**src/rtl/dds_sweep_pkg.sv**
```systemverilog
// Shared types and register map for the DDS frequency-sweep sequencer.
package dds_sweep_pkg;

    typedef enum logic [1:0] {
        IDLE = 2'd0,
        UP   = 2'd1,
        DOWN = 2'd2
    } state_t;

    // Encoding 3 behaves exactly like single.
    typedef enum logic [1:0] {
        MODE_SINGLE     = 2'd0,
        MODE_SAW        = 2'd1,
        MODE_TRI        = 2'd2,
        MODE_SINGLE_ALT = 2'd3
    } mode_t;

    localparam logic [2:0] ADDR_FSTART = 3'd0;
    localparam logic [2:0] ADDR_FSTOP  = 3'd1;
    localparam logic [2:0] ADDR_FSTEP  = 3'd2;
    localparam logic [2:0] ADDR_DWELL  = 3'd3;
    localparam logic [2:0] ADDR_PWORD  = 3'd4;
    localparam logic [2:0] ADDR_MODE   = 3'd5;

endpackage

```
**src/rtl/dds_dwell_cnt.sv**
```systemverilog
// Loadable dwell down-counter; tick marks the last cycle of a frequency's dwell.
module dds_dwell_cnt #(
    parameter int W = 16
) (
    input  logic         clk,
    input  logic         rst,
    input  logic         en,
    input  logic         load,
    input  logic [W-1:0] load_val,
    output logic         tick
);

    logic [W-1:0] cnt;

    // The owner reloads on every tick, so the counter never has to wrap itself.
    always_ff @(posedge clk or posedge rst) begin
        if (rst) begin
            cnt <= '0;
        end else if (load) begin
            cnt <= load_val;
        end else if (en && (cnt > W'(1))) begin
            cnt <= cnt - W'(1);
        end
    end

    assign tick = en && (cnt == W'(1));

endmodule

```
**src/rtl/dds_sweep_ctrl.sv**
```systemverilog
// Linear frequency-sweep sequencer driving a DDS (single, sawtooth, triangle).
// cfg_we/start/stop are single-cycle strobes with no back-pressure; start is honoured only in IDLE and stop always wins.
module dds_sweep_ctrl
    import dds_sweep_pkg::*;
#(
    parameter int FW_W    = 32,
    parameter int PW_W    = 12,
    parameter int DWELL_W = 16
) (
    input  logic            clk,
    input  logic            rst,
    input  logic            cfg_we,
    input  logic [2:0]      cfg_addr,
    input  logic [31:0]     cfg_wdata,
    input  logic            start,
    input  logic            stop,
    output logic            busy,
    output logic            done,
    output logic            cfg_err,
    output logic            step_strobe,
    output logic            sweep_dir,
    output logic            dds_en,
    output logic [FW_W-1:0] dds_fword,
    output logic [PW_W-1:0] dds_pword
);

    state_t state, state_n;

    logic [FW_W-1:0]    sh_start, sh_stop, sh_step;
    logic [DWELL_W-1:0] sh_dwell;
    logic [PW_W-1:0]    sh_pword;
    mode_t              sh_mode;

    logic [FW_W-1:0]    a_start, a_stop, a_step;
    logic [DWELL_W-1:0] a_dwell;
    mode_t              a_mode;

    logic [FW_W-1:0]    fword_n;
    logic [PW_W-1:0]    pword_n;
    logic               en_n, busy_n, done_n, err_n, strobe_n, dir_n;
    logic               latch, load, tick;
    logic [DWELL_W-1:0] sh_dwell_eff, dwell_load;
    logic [FW_W:0]      nxt_up, nxt_dn;
    logic [FW_W-1:0]    up_val, dn_val;

    assign sh_dwell_eff = (sh_dwell == '0) ? DWELL_W'(1) : sh_dwell;
    assign dwell_load   = latch ? sh_dwell_eff : a_dwell;

    dds_dwell_cnt #(.W(DWELL_W)) u_dwell (
        .clk      (clk),
        .rst      (rst),
        .en       (state != IDLE),
        .load     (load),
        .load_val (dwell_load),
        .tick     (tick)
    );

    // One extra bit catches the carry/borrow so wrap-around clamps to the limit.
    assign nxt_up = {1'b0, dds_fword} + {1'b0, a_step};
    assign nxt_dn = {1'b0, dds_fword} - {1'b0, a_step};
    assign up_val = (nxt_up[FW_W] || (nxt_up[FW_W-1:0] >= a_stop))  ? a_stop  : nxt_up[FW_W-1:0];
    assign dn_val = (nxt_dn[FW_W] || (nxt_dn[FW_W-1:0] <= a_start)) ? a_start : nxt_dn[FW_W-1:0];

    always_ff @(posedge clk or posedge rst) begin
        if (rst) begin
            state <= IDLE;
        end else begin
            state <= state_n;
        end
    end

    always_comb begin
        state_n  = state;
        fword_n  = dds_fword;
        pword_n  = dds_pword;
        en_n     = dds_en;
        busy_n   = busy;
        dir_n    = sweep_dir;
        done_n   = 1'b0;
        err_n    = 1'b0;
        strobe_n = 1'b0;
        latch    = 1'b0;
        load     = 1'b0;
        if (stop) begin
            state_n = IDLE;
            en_n    = 1'b0;
            busy_n  = 1'b0;
            dir_n   = 1'b0;
        end else begin
            case (state)
                IDLE: begin
                    if (start) begin
                        if ((sh_step == '0) || (sh_start > sh_stop)) begin
                            err_n = 1'b1;
                        end else begin
                            state_n  = UP;
                            latch    = 1'b1;
                            load     = 1'b1;
                            fword_n  = sh_start;
                            pword_n  = sh_pword;
                            en_n     = 1'b1;
                            busy_n   = 1'b1;
                            strobe_n = 1'b1;
                            dir_n    = 1'b0;
                        end
                    end
                end
                UP: begin
                    if (tick) begin
                        if (dds_fword == a_stop) begin
                            case (a_mode)
                                MODE_SAW: begin
                                    fword_n  = a_start;
                                    strobe_n = 1'b1;
                                    load     = 1'b1;
                                end
                                MODE_TRI: begin
                                    state_n  = DOWN;
                                    dir_n    = 1'b1;
                                    fword_n  = dn_val;
                                    strobe_n = 1'b1;
                                    load     = 1'b1;
                                end
                                default: begin
                                    state_n = IDLE;
                                    done_n  = 1'b1;
                                    busy_n  = 1'b0;
                                    en_n    = 1'b0;
                                end
                            endcase
                        end else begin
                            fword_n  = up_val;
                            strobe_n = 1'b1;
                            load     = 1'b1;
                        end
                    end
                end
                DOWN: begin
                    if (tick) begin
                        if (dds_fword == a_start) begin
                            state_n = UP;
                            dir_n   = 1'b0;
                            fword_n = up_val;
                        end else begin
                            fword_n = dn_val;
                        end
                        strobe_n = 1'b1;
                        load     = 1'b1;
                    end
                end
                default: state_n = IDLE;
            endcase
        end
    end

    always_ff @(posedge clk or posedge rst) begin
        if (rst) begin
            sh_start    <= '0;
            sh_stop     <= '0;
            sh_step     <= '0;
            sh_dwell    <= '0;
            sh_pword    <= '0;
            sh_mode     <= MODE_SINGLE;
            a_start     <= '0;
            a_stop      <= '0;
            a_step      <= '0;
            a_dwell     <= '0;
            a_mode      <= MODE_SINGLE;
            dds_fword   <= '0;
            dds_pword   <= '0;
            dds_en      <= 1'b0;
            busy        <= 1'b0;
            done        <= 1'b0;
            cfg_err     <= 1'b0;
            step_strobe <= 1'b0;
            sweep_dir   <= 1'b0;
        end else begin
            if (cfg_we) begin
                case (cfg_addr)
                    ADDR_FSTART: sh_start <= FW_W'(cfg_wdata);
                    ADDR_FSTOP:  sh_stop  <= FW_W'(cfg_wdata);
                    ADDR_FSTEP:  sh_step  <= FW_W'(cfg_wdata);
                    ADDR_DWELL:  sh_dwell <= DWELL_W'(cfg_wdata);
                    ADDR_PWORD:  sh_pword <= PW_W'(cfg_wdata);
                    ADDR_MODE:   sh_mode  <= mode_t'(cfg_wdata[1:0]);
                    default: ;
                endcase
            end
            if (latch) begin
                a_start <= sh_start;
                a_stop  <= sh_stop;
                a_step  <= sh_step;
                a_dwell <= sh_dwell_eff;
                a_mode  <= sh_mode;
            end
            dds_fword   <= fword_n;
            dds_pword   <= pword_n;
            dds_en      <= en_n;
            busy        <= busy_n;
            done        <= done_n;
            cfg_err     <= err_n;
            step_strobe <= strobe_n;
            sweep_dir   <= dir_n;
        end
    end

endmodule

```
**config.mk**
```make
export PLATFORM = sky130hd
export DESIGN_NAME = dds_sweep_ctrl
export DESIGN_NICKNAME = d
export VERILOG_FILES = /design/src/rtl/dds_sweep_pkg.sv /design/src/rtl/dds_dwell_cnt.sv /design/src/rtl/dds_sweep_ctrl.sv
export SDC_FILE = /design/constraint.sdc
export NUM_CORES = 1
export LEC_CHECK = 0
export BUFFER_PORTS_ARGS = -buffer_cell sky130_fd_sc_hd__buf_2
export CORE_MARGIN = 2
export CORE_UTILIZATION = 45
export DETAILED_ROUTE_END_ITERATION = 8
export GPL_ROUTABILITY_DRIVEN = 1
export PLACE_DENSITY = 0.67
export SYNTH_ARGS = -nofsm -noshare
export SYNTH_HDL_FRONTEND = slang
export SYNTH_HIERARCHICAL = 1
export SYNTH_SLANG_ARGS = --single-unit
```
**constraint.sdc**
```tcl
create_clock -name clk -period 20.2 [get_ports clk]
set_clock_uncertainty 0.15 [all_clocks]
set_input_delay 2.02 -clock clk [delete_from_list [all_inputs] [get_ports clk]]
set_output_delay 2.02 -clock clk [all_outputs]
set_load 0.03 [all_outputs]
```
After elaboration in Yosys (flattened, before gate mapping)
Index checks and enable logic that the tools add are counted.

Output and inout bits: 50. Register bits: 307. Word-level logic and storage cells: 139. Input port bits: 40.

Mux-type cells: 58. Bitwise operators: 2. Reductions and logical operators: 26. Equal/unequal tests: 26. $add $sub $neg: 3. Order comparisons: 4.

Operators by type and width (number): 32-bit 2-to-1 mux (8); 32-bit one-hot mux with 3 select lines (1); 32-bit == test (2); 16-bit 2-to-1 mux (4); 32-bit one-hot mux with 2 select lines (1); 32-bit by 32-bit adder with 33-bit output (1); 32-bit by 32-bit subtractor with 33-bit output (1); 32-bit >= comparator (1); 32-bit greater-than comparator (1); 32-bit less-or-equal comparator (1); 32-bit logical NOT (1); 1-bit 2-to-1 mux (32); 3-bit inequality test (second input constant) (8); 16-bit by 1-bit == test with 1-bit output (second input constant) (1); 16-bit by 1-bit greater-than comparator with 1-bit output (second input constant) (1); 16-bit logical NOT (1); 16-bit by 1-bit subtractor with 16-bit output (second input constant) (1); 2-bit 2-to-1 mux (7); 7-bit AND reduction (2); 2-bit AND reduction (6); 2-bit inequality test (second input constant) (4); 8-bit AND reduction (1); 3-bit by 2-bit == test with 1-bit output (second input constant) (2); 3-bit == test (second input constant) (2); 20 further kinds (29).

Depth between registers and ports, before layout
Gate-level depths: netlist of run 1.

Depth in word-level cells: 8. Mapped depth: 23. Depth with buffers taken out: 21.

By module
Netlist of run 1, hierarchy kept.

Modules (own cells, without submodules): dds_sweep_ctrl (area an instance 19427.4 µm², cells each 2106, times used 1); dds_dwell_cnt (area an instance 1103.6 µm², cells each 136, times used 1).

Worst setup path before layout of run 1
No wires, ideal clock.

Path type: reg-to-reg. Start point: reg dds_fword[1]. End point: reg dds_fword[7]. Path buffers: 1. Clock period less this slack: 5.640 ns. Required time: 19.908 ns. Path slack: 14.560 ns. Library setup time: 0.142 ns. Arrival time: 5.348 ns. Cell stages (with the launch flop): 22. Cells stage by stage: dfrtp_1 inv_1 fa_1 o21ba_2 nor4_1 o31a_1 nand2b_1 a31oi_1 o21bai_1 mux2_2 or2_2 ha_1 nand4_1 nor2_1 a2111oi_4 a21oi_1 or4_4 nor3_1 buf_4 mux2_2 a221oi_1 o221ai_1.

Word-level cells in the longest chain between the ends: 8.

RTL lines: start, declared (RTL line dds_sweep_ctrl.sv:23) `output logic [FW_W-1:0] dds_fword,`; start signal, assigned (RTL line dds_sweep_ctrl.sv:196) `dds_fword <= fword_n;`; 32-bit by 32-bit subtractor with 33-bit output (RTL line dds_sweep_ctrl.sv:60) `assign nxt_dn = {1'b0, dds_fword} - {1'b0, a_step};`; 32-bit less-or-equal comparator (RTL line dds_sweep_ctrl.sv:62) `assign dn_val = (nxt_dn[FW_W] || (nxt_dn[FW_W-1:0] <= a_start)) ? a_start : nxt_dn[FW_W-1:0];`; 1-bit logical OR (RTL line dds_sweep_ctrl.sv:62); 32-bit 2-to-1 mux (RTL line dds_sweep_ctrl.sv:62); 32-bit one-hot mux with 2 select lines (RTL line dds_sweep_ctrl.sv:111) `case (a_mode)`; 32-bit 2-to-1 mux (RTL line dds_sweep_ctrl.sv:110) `if (dds_fword == a_stop) begin`; 32-bit 2-to-1 mux (RTL line dds_sweep_ctrl.sv:109) `if (tick) begin`; 32-bit one-hot mux with 3 select lines (RTL line dds_sweep_ctrl.sv:90) `case (state)`.

Parallel ways exist; a longest one is shown, timed or not. The select of a mux whose other input is x is not followed. A chain may end at the register's enable or synchronous reset.

Final worst setup path of run 1
Start point: reg dds_fword[4]. End point: reg dds_fword[7].

Same word-level chain as after synthesis.

==> results.ini, run 1 <==
[job]
drv_cap = 0

[placed_design]
place.gp.congestion = 1.06
port_buffers = 89
dpl.hpwl_um = 53900

[critical_path]
cp_max_fo = 19
arrival_ps = 7240
worstRegToRegCells = 19
r2r-end = dds_fword[7]
cp-startpoint = dds_fword[4]
crit_path_start_kind = flop
cp-end-kind = flop
worst-endpoint-required_ps = 20460
reg2reg_slack_ps = 13210
critPathKind = reg -> reg
worstSetupEndpoint = dds_fword[7]
r2r_start = dds_fword[4]

[final_layout]
fin_nets = 2482
nFillCells = 4155
area_growth_pct = 10.3
drive_gt1_share_pct = 14.8
diodes = 0

[die]
num_rows = 78
core_um2 = 45200
die_area_um2 = 47300
initial_utilization_pct = 45.4
fp.dieH_um = 218
die-width_um = 218
io_pins = 90

[cts]
clockBufferDepth = 3
cts_htree_levels = 2
clkSlewWorstSetupHoldPaths_ps = 60
post_cts_resized = 0
clock_latency_ps = 570
clock_sinks = 307
cts_hold_buf = 0
numCtsBuffers = 37
cts_tree = yes
cts_setup_buffers = 0
root_buffer = clkbuf_16

[global_route]
grt_max_degree = 168
grt_pass1_vias = 17200
grt.overflow.total = 0
antenna_found_initial = 2
grtUsageTotal_pct = 30.2
grt_pass1_wl_um = 108000

[sta]
fin_crit_sh_pct = 34.6
rsz0062_at_grt = false
final_max_slew_viol_count = 0
setup_violations = 0
fmax_mhz = 143
hold_viol = 0
final.setup.tns_ps = 0
tightest_slew_ps = 1210
min_period_ps = 6990
relSlewSlack_pct = 18.6

[synthesis]
yosysSeqAreaShare_pct = 37.4
yosysTopAreaCellShare_pct = 37.4
ys.flop_type = dfrtp_1
netlist_area_um2 = 20500
synthCells = 2242
ys_ff_latch = 307
yosysMostFrequentCell = dfrtp_1
ys_types = 93
ys_top_cells_by_count = dfrtp_1 (307), nand2_1 (225), o21ai_0 (200)
ys_warn_count = 6
ys_top_cells_by_area = dfrtp_1 (37%), ha_1 (10%), mux2_2 (7.1%)
syn_nets = 2452
ys_async_sr_fraction_pct = 100
synth_area_per_cell_um2 = 9.16
synth_top_cell_by_area = dfrtp_1
synth-edff-count = 0

[route]
antenna_left = 0
avgViaCountPerCell = 6.12
drt_pass1_iterations = 6
drc = 0
wl_per_cell_um = 24.7
vias = 17800
wl_um = 71500
drt_iter0_drc = 1814

[run_status]
outcome = complete, no violations

[hold_path]
holdCritPathClass = reg -> reg

area by class of cell:
type                       count  area (um^2)  area share [%]
multi-input combinational   1644        11700            51.8
sequential                   307         7680            33.9
clock buffer                  49         1010            4.46
tap                          600          751            3.31
inverter                     182          691            3.05
timing repair buffer         100          541            2.39
clock inverter                19          239            1.06
worst max-delay path: stages, from the launching register on:
cell and delay, ps:
dfrtp_1 470, ha_1 490, nor2b_1 120, or4_1 440, o211a_1 300, nor3_1 650, o21ai_0 270, o41ai_1 560
xnor2_1 280, ha_1 320, a21oi_1 140, nor2b_1 50, o21ai_0 220, o311ai_0 240, or4_4 610, nor3_2 180
buf_4 410, mux2_2 400, a221oi_1 320, o221ai_1 170
logic make-up after synthesis:
| logic type | count (synthesis) | share of synthesized area [%] |
|---|---|---|
| buffers and inverters | 291 | 5.64 |
| adders and majority gates | 170 | 10.4 |
| muxes | 156 | 8.39 |
| AOI/OAI and AO/OA | 568 | 18.1 |
| and+or+nand+nor | 633 | 15.1 |
| DFF | 307 | 37.4 |
| xor gates and xnor gates | 117 | 4.99 |
cell usage in the layout, fill, tap and decap left out, types with 13 or more instances in the layout:
cell type    n
dfrtp_1    307
nand2_1    225
o21ai_0    200
inv_1      179
ha_1       168
nor2_1     148
mux2_2     129
a21oi_1    106
xnor2_1    103
buf_2       89
nand4_1     44
nand3_1     39
clkbuf_16   37
nor3_1      31
nor4_1      29
mux2i_1     27
a221oi_1    26
a21o_1      25
a31oi_1     24
o211ai_1    22
nor2b_1     21
nand2b_1    19
a211oi_1    15
xor2_1      14
o21bai_1    13
o21a_1      13
how the worst min path moves through the flow:
stage	slack, ps	startpoint	cells after the start	end
global route	360	sh_stop[27]	2	a_stop[27]
detailed placement	310	sh_start[0]	2	a_start[0]
floorplan	290	sh_mode[0]	2	a_mode[0]
finish	320	sh_start[0]	2	a_start[0]
global placement	310	sh_start[0]	2	a_start[0]
CTS	330	sh_start[0]	2	a_start[0]
sequential cells by signal (all words and copies together) (netlist names), 12 cells and up:
| signal | cells |
|---|---|
| a_start | 32 |
| a_step | 32 |
| a_stop | 32 |
| dds_fword | 32 |
| sh_start | 32 |
| sh_step | 32 |
| sh_stop | 32 |
| a_dwell | 16 |
| sh_dwell | 16 |
| u_dwell/cnt | 16 |
| dds_pword | 12 |
| sh_pword | 12 |
per-stage QoR:
step	util [%]	setup slack [ps]	cell area, um^2	hold slack (ps)	instances
global placement	47.4	13490	21400	314	2833
detailed placement	47.4	13420	21400	313	2833
floorplan	-	10000	20500	294	2242
global route	50.1	12950	22700	355	2901
CTS	50.1	13370	22700	333	2901
finish	50.1	13210	22700	321	2901
layer usage:
metal  GRT usage, %  part of all wire [%]  wire length, um
met3           6.16                   9.0             6420
met2           44.8                    42            30400
met5              0                     0                0
met4           11.8                   4.3             3080
met1           43.3                    44            31600
Power of run 1 is not shown: default switching activity piles up to over one toggle a cycle in this logic, so the estimate is an artifact.
==> run 2: changes to the inputs <==
- PLACE_DENSITY: 0.67 -> 0.7
- clock period: 20.2 -> 5.7 ns (I/O delays scaled with it)
==> results.ini, run 2 (synthesis results as in run 1) <==
[run_status]
outcome = complete, no violations

[final_layout]
layout_commonest_cell = dfrtp_1
diodes = 0
utilization_pct = 53.3
final_cell_mix = dfrtp_1 (306), nand2_1 (224), o21ai_0 (198), inv_1 (178), ha_1 (164)
fin_nets = 2630
drive_gt1_share_pct = 21.4
fin_cells = 3047
area_growth_pct = 17.4
fin_area_um2 = 24100

[placed_design]
port_buffers = 89
dpl.hpwl_um = 56400
dpl_cell_area_um2 = 22400
placed_cells = 2958
place.gp.congestion = 1.03

[sta]
tightest_slew_ps = 1120
final_max_slew_viol_count = 0
fin_crit_sh_pct = 98.4
setup_violations = 0
fmax_mhz = 178
min_period_ps = 5610
hold_ws_ps = 97.2
relSlewSlack_pct = 25.2
hold_viol = 0

[global_route]
grt.overflow.total = 0
grt_pass1_vias = 18000
grt_max_degree = 144
grt_pass1_wl_um = 111000
grtUsageTotal_pct = 30.9
antenna_found_initial = 0

[die]
core_um2 = 45200
die_area_um2 = 47300
die-width_um = 218
io_pins = 90
initial_utilization_pct = 45.4
fp.dieH_um = 218
num_rows = 78

[route]
drt_pass1_iterations = 5
avgViaCountPerCell = 6.06
antenna_left = 0
vias = 18500
drt_iter0_drc = 1866
drc = 0
wl_um = 73600
wl_per_cell_um = 24.2

[critical_path]
crit_path_start_kind = flop
cp_max_fo = 8
cp-end-kind = flop
critPathKind = reg -> reg
worstRegToRegCells = 19
worst-endpoint-required_ps = 6020
arrival_ps = 5920

[cts]
root_buffer = clkbuf_16
clockBufferDepth = 3
cts_tree = yes
clkSlewWorstSetupHoldPaths_ps = 60
clock_latency_ps = 570
clock_sinks = 307
cts_htree_levels = 2
numCtsBuffers = 37

[hold_path]
holdCritPathClass = in -> reg
whs_path_depth = 3

[job]
drv_cap = 0

[run 2: cell count changes in the layout (fill, tap and decap cells not counted), sizes merged]
| cell | delta |
|---|---|
| inv | -4 |
| clkinv | +4 |
| clkinvlp | -2 |
| clkbuf | +3 |
| buf | +147 |
| dlygate4sd3 | +1 |
| bufinv | -3 |
[run 2: critical path: stages (launching register included)]
cell      delay (ps)
dfrtp_1          400
ha_1             360
or2_2            360
nor3_1           350
nor3b_1          380
nand3_2          200
a21o_1           250
nand3_1          170
nand2_1           90
xnor2_1          130
ha_1             290
nor2b_1          130
o21ai_0          160
o311ai_1         150
or4_4            610
or3_4            500
buf_6            150
a221o_1          340
a21boi_2         160
a21oi_1          150
[run 2: metrics by stage]
stage	worst slack (ps)	setup TNS, ps
final	92.4	0
after global routing	-34.7	-63.1
after CTS	10.3	0
after detailed placement	-169	-1570
after global placement	-20.2	-81.5
after floorplan	59.7	0
[run 2: area by class of cell]
class / count / area [um^2]
fillers: 4064 / 21100
multi-input cells: 1644 / 12000
flip-flops and latches: 307 / 7680
repair buffers: 248 / 1760
clock buffers: 52 / 1060
well taps: 600 / 751
inverters: 182 / 687
clock inverters: 14 / 164
[run 2: path summary, 6_finish.rpt]
kind,start,endpoint,slack (ps)
max in group asynchronous,rst,sh_step[28],3760
min in group asynchronous,rst,cfg_err,380
min reg2reg,sh_stop[28],a_stop[28],340
max reg2reg,dds_fword[14],dds_fword[0],90
min,cfg_wdata[29],sh_stop[29],100
max,dds_fword[14],dds_fword[0],90
[run 2: layer usage]
metal  wire (um)  track usage, %
met1       32200            44.1
met2       31200            45.7
met4        3320            13.0
met5           0               0
met3        6950            6.08
[run 2: what timing repair did]
item / in CTS / in global routing
endpoints found under the setup margin: 26 / 32
endpoints found under the hold margin: 25 / 0
hold buffers: 1 / 0
buffers inserted: 7 / 15
pin swaps: 3 / 29
gates resized for setup: 7 / 50
Power of run 2 is left out for the same reason.
==> run 3: changes to the inputs <==
- CELL_PAD_IN_SITES_DETAIL_PLACEMENT: not set -> 0
- CELL_PAD_IN_SITES_GLOBAL_PLACEMENT: not set -> 1
- CORE_UTILIZATION: 45 -> 44
- PLACE_DENSITY: 0.7 -> 0.83
==> results.ini, run 3 (synthesis results as in run 1) <==
[critical_path]
slowest_stage = or4b_1
cp_common_cell = ha_1
crit_path_start_kind = flop
worstPathCellList = ha_1, nor2b_1, nor4_4, or4b_1, nand3_2, nand2_1, a2111o_1, nand3_1, ha_1, nand4_1, nor2_1, o21ai_0, a21oi_1, or4_4, or3_4, a221o_1, a21boi_2, a21oi_2
cp_max_fo = 7
arrival_ps = 5910
cp.buffers_inverters = 0
crit_family = simple AND/OR/NAND/NOR gates
critPathKind = reg -> reg
max_stage_delay_ps = 600
worst-endpoint-required_ps = 6040
cp-end-kind = flop

[cts]
clock_sinks = 307
clockBufferDepth = 3
cts_tree = yes
clock_latency_ps = 580
clkSlewWorstSetupHoldPaths_ps = 60
cts_htree_levels = 2
root_buffer = clkbuf_16
numCtsBuffers = 37

[sta]
final.setup.tns_ps = 0
fin_crit_sh_pct = 97.9
final_max_slew_viol_count = 0
hold_viol = 0
setup_violations = 0
tightest_slew_ps = 1340
relSlewSlack_pct = 9.08
fmax_mhz = 179
rsz0062_at_grt = true
min_period_ps = 5580

[die]
num_rows = 79
io_pins = 90
fp.dieH_um = 220
initial_utilization_pct = 44.4
die-width_um = 220
die_area_um2 = 48400
core_um2 = 46300

[route]
wl_per_cell_um = 24.0
vias = 18300
antenna_left = 0
drt_pass1_iterations = 6
avgViaCountPerCell = 5.96
drt_iter0_drc = 1972
wl_um = 73800
drc = 0

[final_layout]
drive_gt1_share_pct = 22.0
utilization_pct = 52.5
fin_area_um2 = 24300
fin_nets = 2654
fin_cells = 3078
diodes = 0
area_growth_pct = 18.4
layout_commonest_cell = dfrtp_1
final_cell_mix = dfrtp_1 (307), nand2_1 (225), o21ai_0 (196), inv_1 (178), buf_4 (170)

[job]
drv_cap = 0

[placed_design]
placed_cells = 2998
dpl_cell_area_um2 = 22700
dpl.hpwl_um = 56200
port_buffers = 89
place.gp.congestion = 1.02

[hold_path]
holdCritPathClass = in -> reg

[global_route]
grt_pass1_vias = 17800
grt_max_degree = 156
grt_pass1_wl_um = 110000
grt.overflow.total = 0
antenna_found_initial = 1
grtUsageTotal_pct = 30.4

[run_status]
outcome = complete, no violations

-- run 3: cell types whose count changed in the layout (fill, tap and decap cells not counted), moves of 2 or more --
| cell | previous run | this run |
|---|---|---|
| clkinv_4 | 2 | 0 |
| bufinv_16 | 1 | 3 |
| clkinvlp_4 | 4 | 2 |
| o21ai_0 | 198 | 196 |
| buf_4 | 146 | 170 |
| o21ai_1 | 4 | 6 |
-- run 3: per-layer routing --
metal	track usage, %	part of all wire (%)	routed length [um]	up-vias
met5	0	0	0	-
met4	10.3	3.4	2540	0
met3	5.53	9.0	6650	128
met2	46.1	44	32300	774
met1	43.4	44	32300	9021
li1	-	-	-	8407
-- run 3: area by class of cell --
cell class	instances	area (um^2)
clock buffers	54	1080
clock inverters	12	191
fillers	4246	22000
inverters	182	687
multi-input cells	1645	12000
flip-flops and latches	307	7680
well taps	607	759
repair buffers	271	1920
-- run 3: worst register-to-register path, stage by stage (launching register included) --
cell and delay (ps):
dfrtp_1 440, ha_1 450, nor2b_1 150, nor4_4 380, or4b_1 600, nand3_2 180, nand2_1 120, a2111o_1 420
nand3_1 180, ha_1 280, nand4_1 160, nor2_1 90, o21ai_0 70, a21oi_1 60, or4_4 580, or3_4 490
a221o_1 390, a21boi_2 180, a21oi_2 140
-- run 3: final timing paths --
check	start	depth (start not counted)	slack [ps]	end
worst max register to register	dds_fword[7]	18	120	dds_fword[0]
worst max-delay path	dds_fword[7]	18	120	dds_fword[0]
worst min-delay path	cfg_wdata[28]	3	90	sh_stop[28]
min in group asynchronous	rst	3	530	u_dwell/cnt[11]
max in group asynchronous	rst	4	4040	sh_dwell[6]
worst min register to register	sh_stop[24]	2	320	a_stop[24]
-- run 3: per-stage QoR --
step,hold slack (ps),worst slack (ps)
finish,94.3,122
detailed placement,316,-143
global placement,310,-127
floorplan,294,59.7
global route,96.9,-36.0
CTS,64.2,1.62
-- run 3: repair_timing --
item / in CTS / in global routing
buffers inserted: 4 / 8
setup endpoints to repair: 26 / 32
hold buffers: 1 / 0
cloned: 1 / 0
gates resized for setup: 5 / 49
endpoints found under the hold margin: 16 / 0
pin swaps: 5 / 25
Power of run 3 is left out for the same reason.
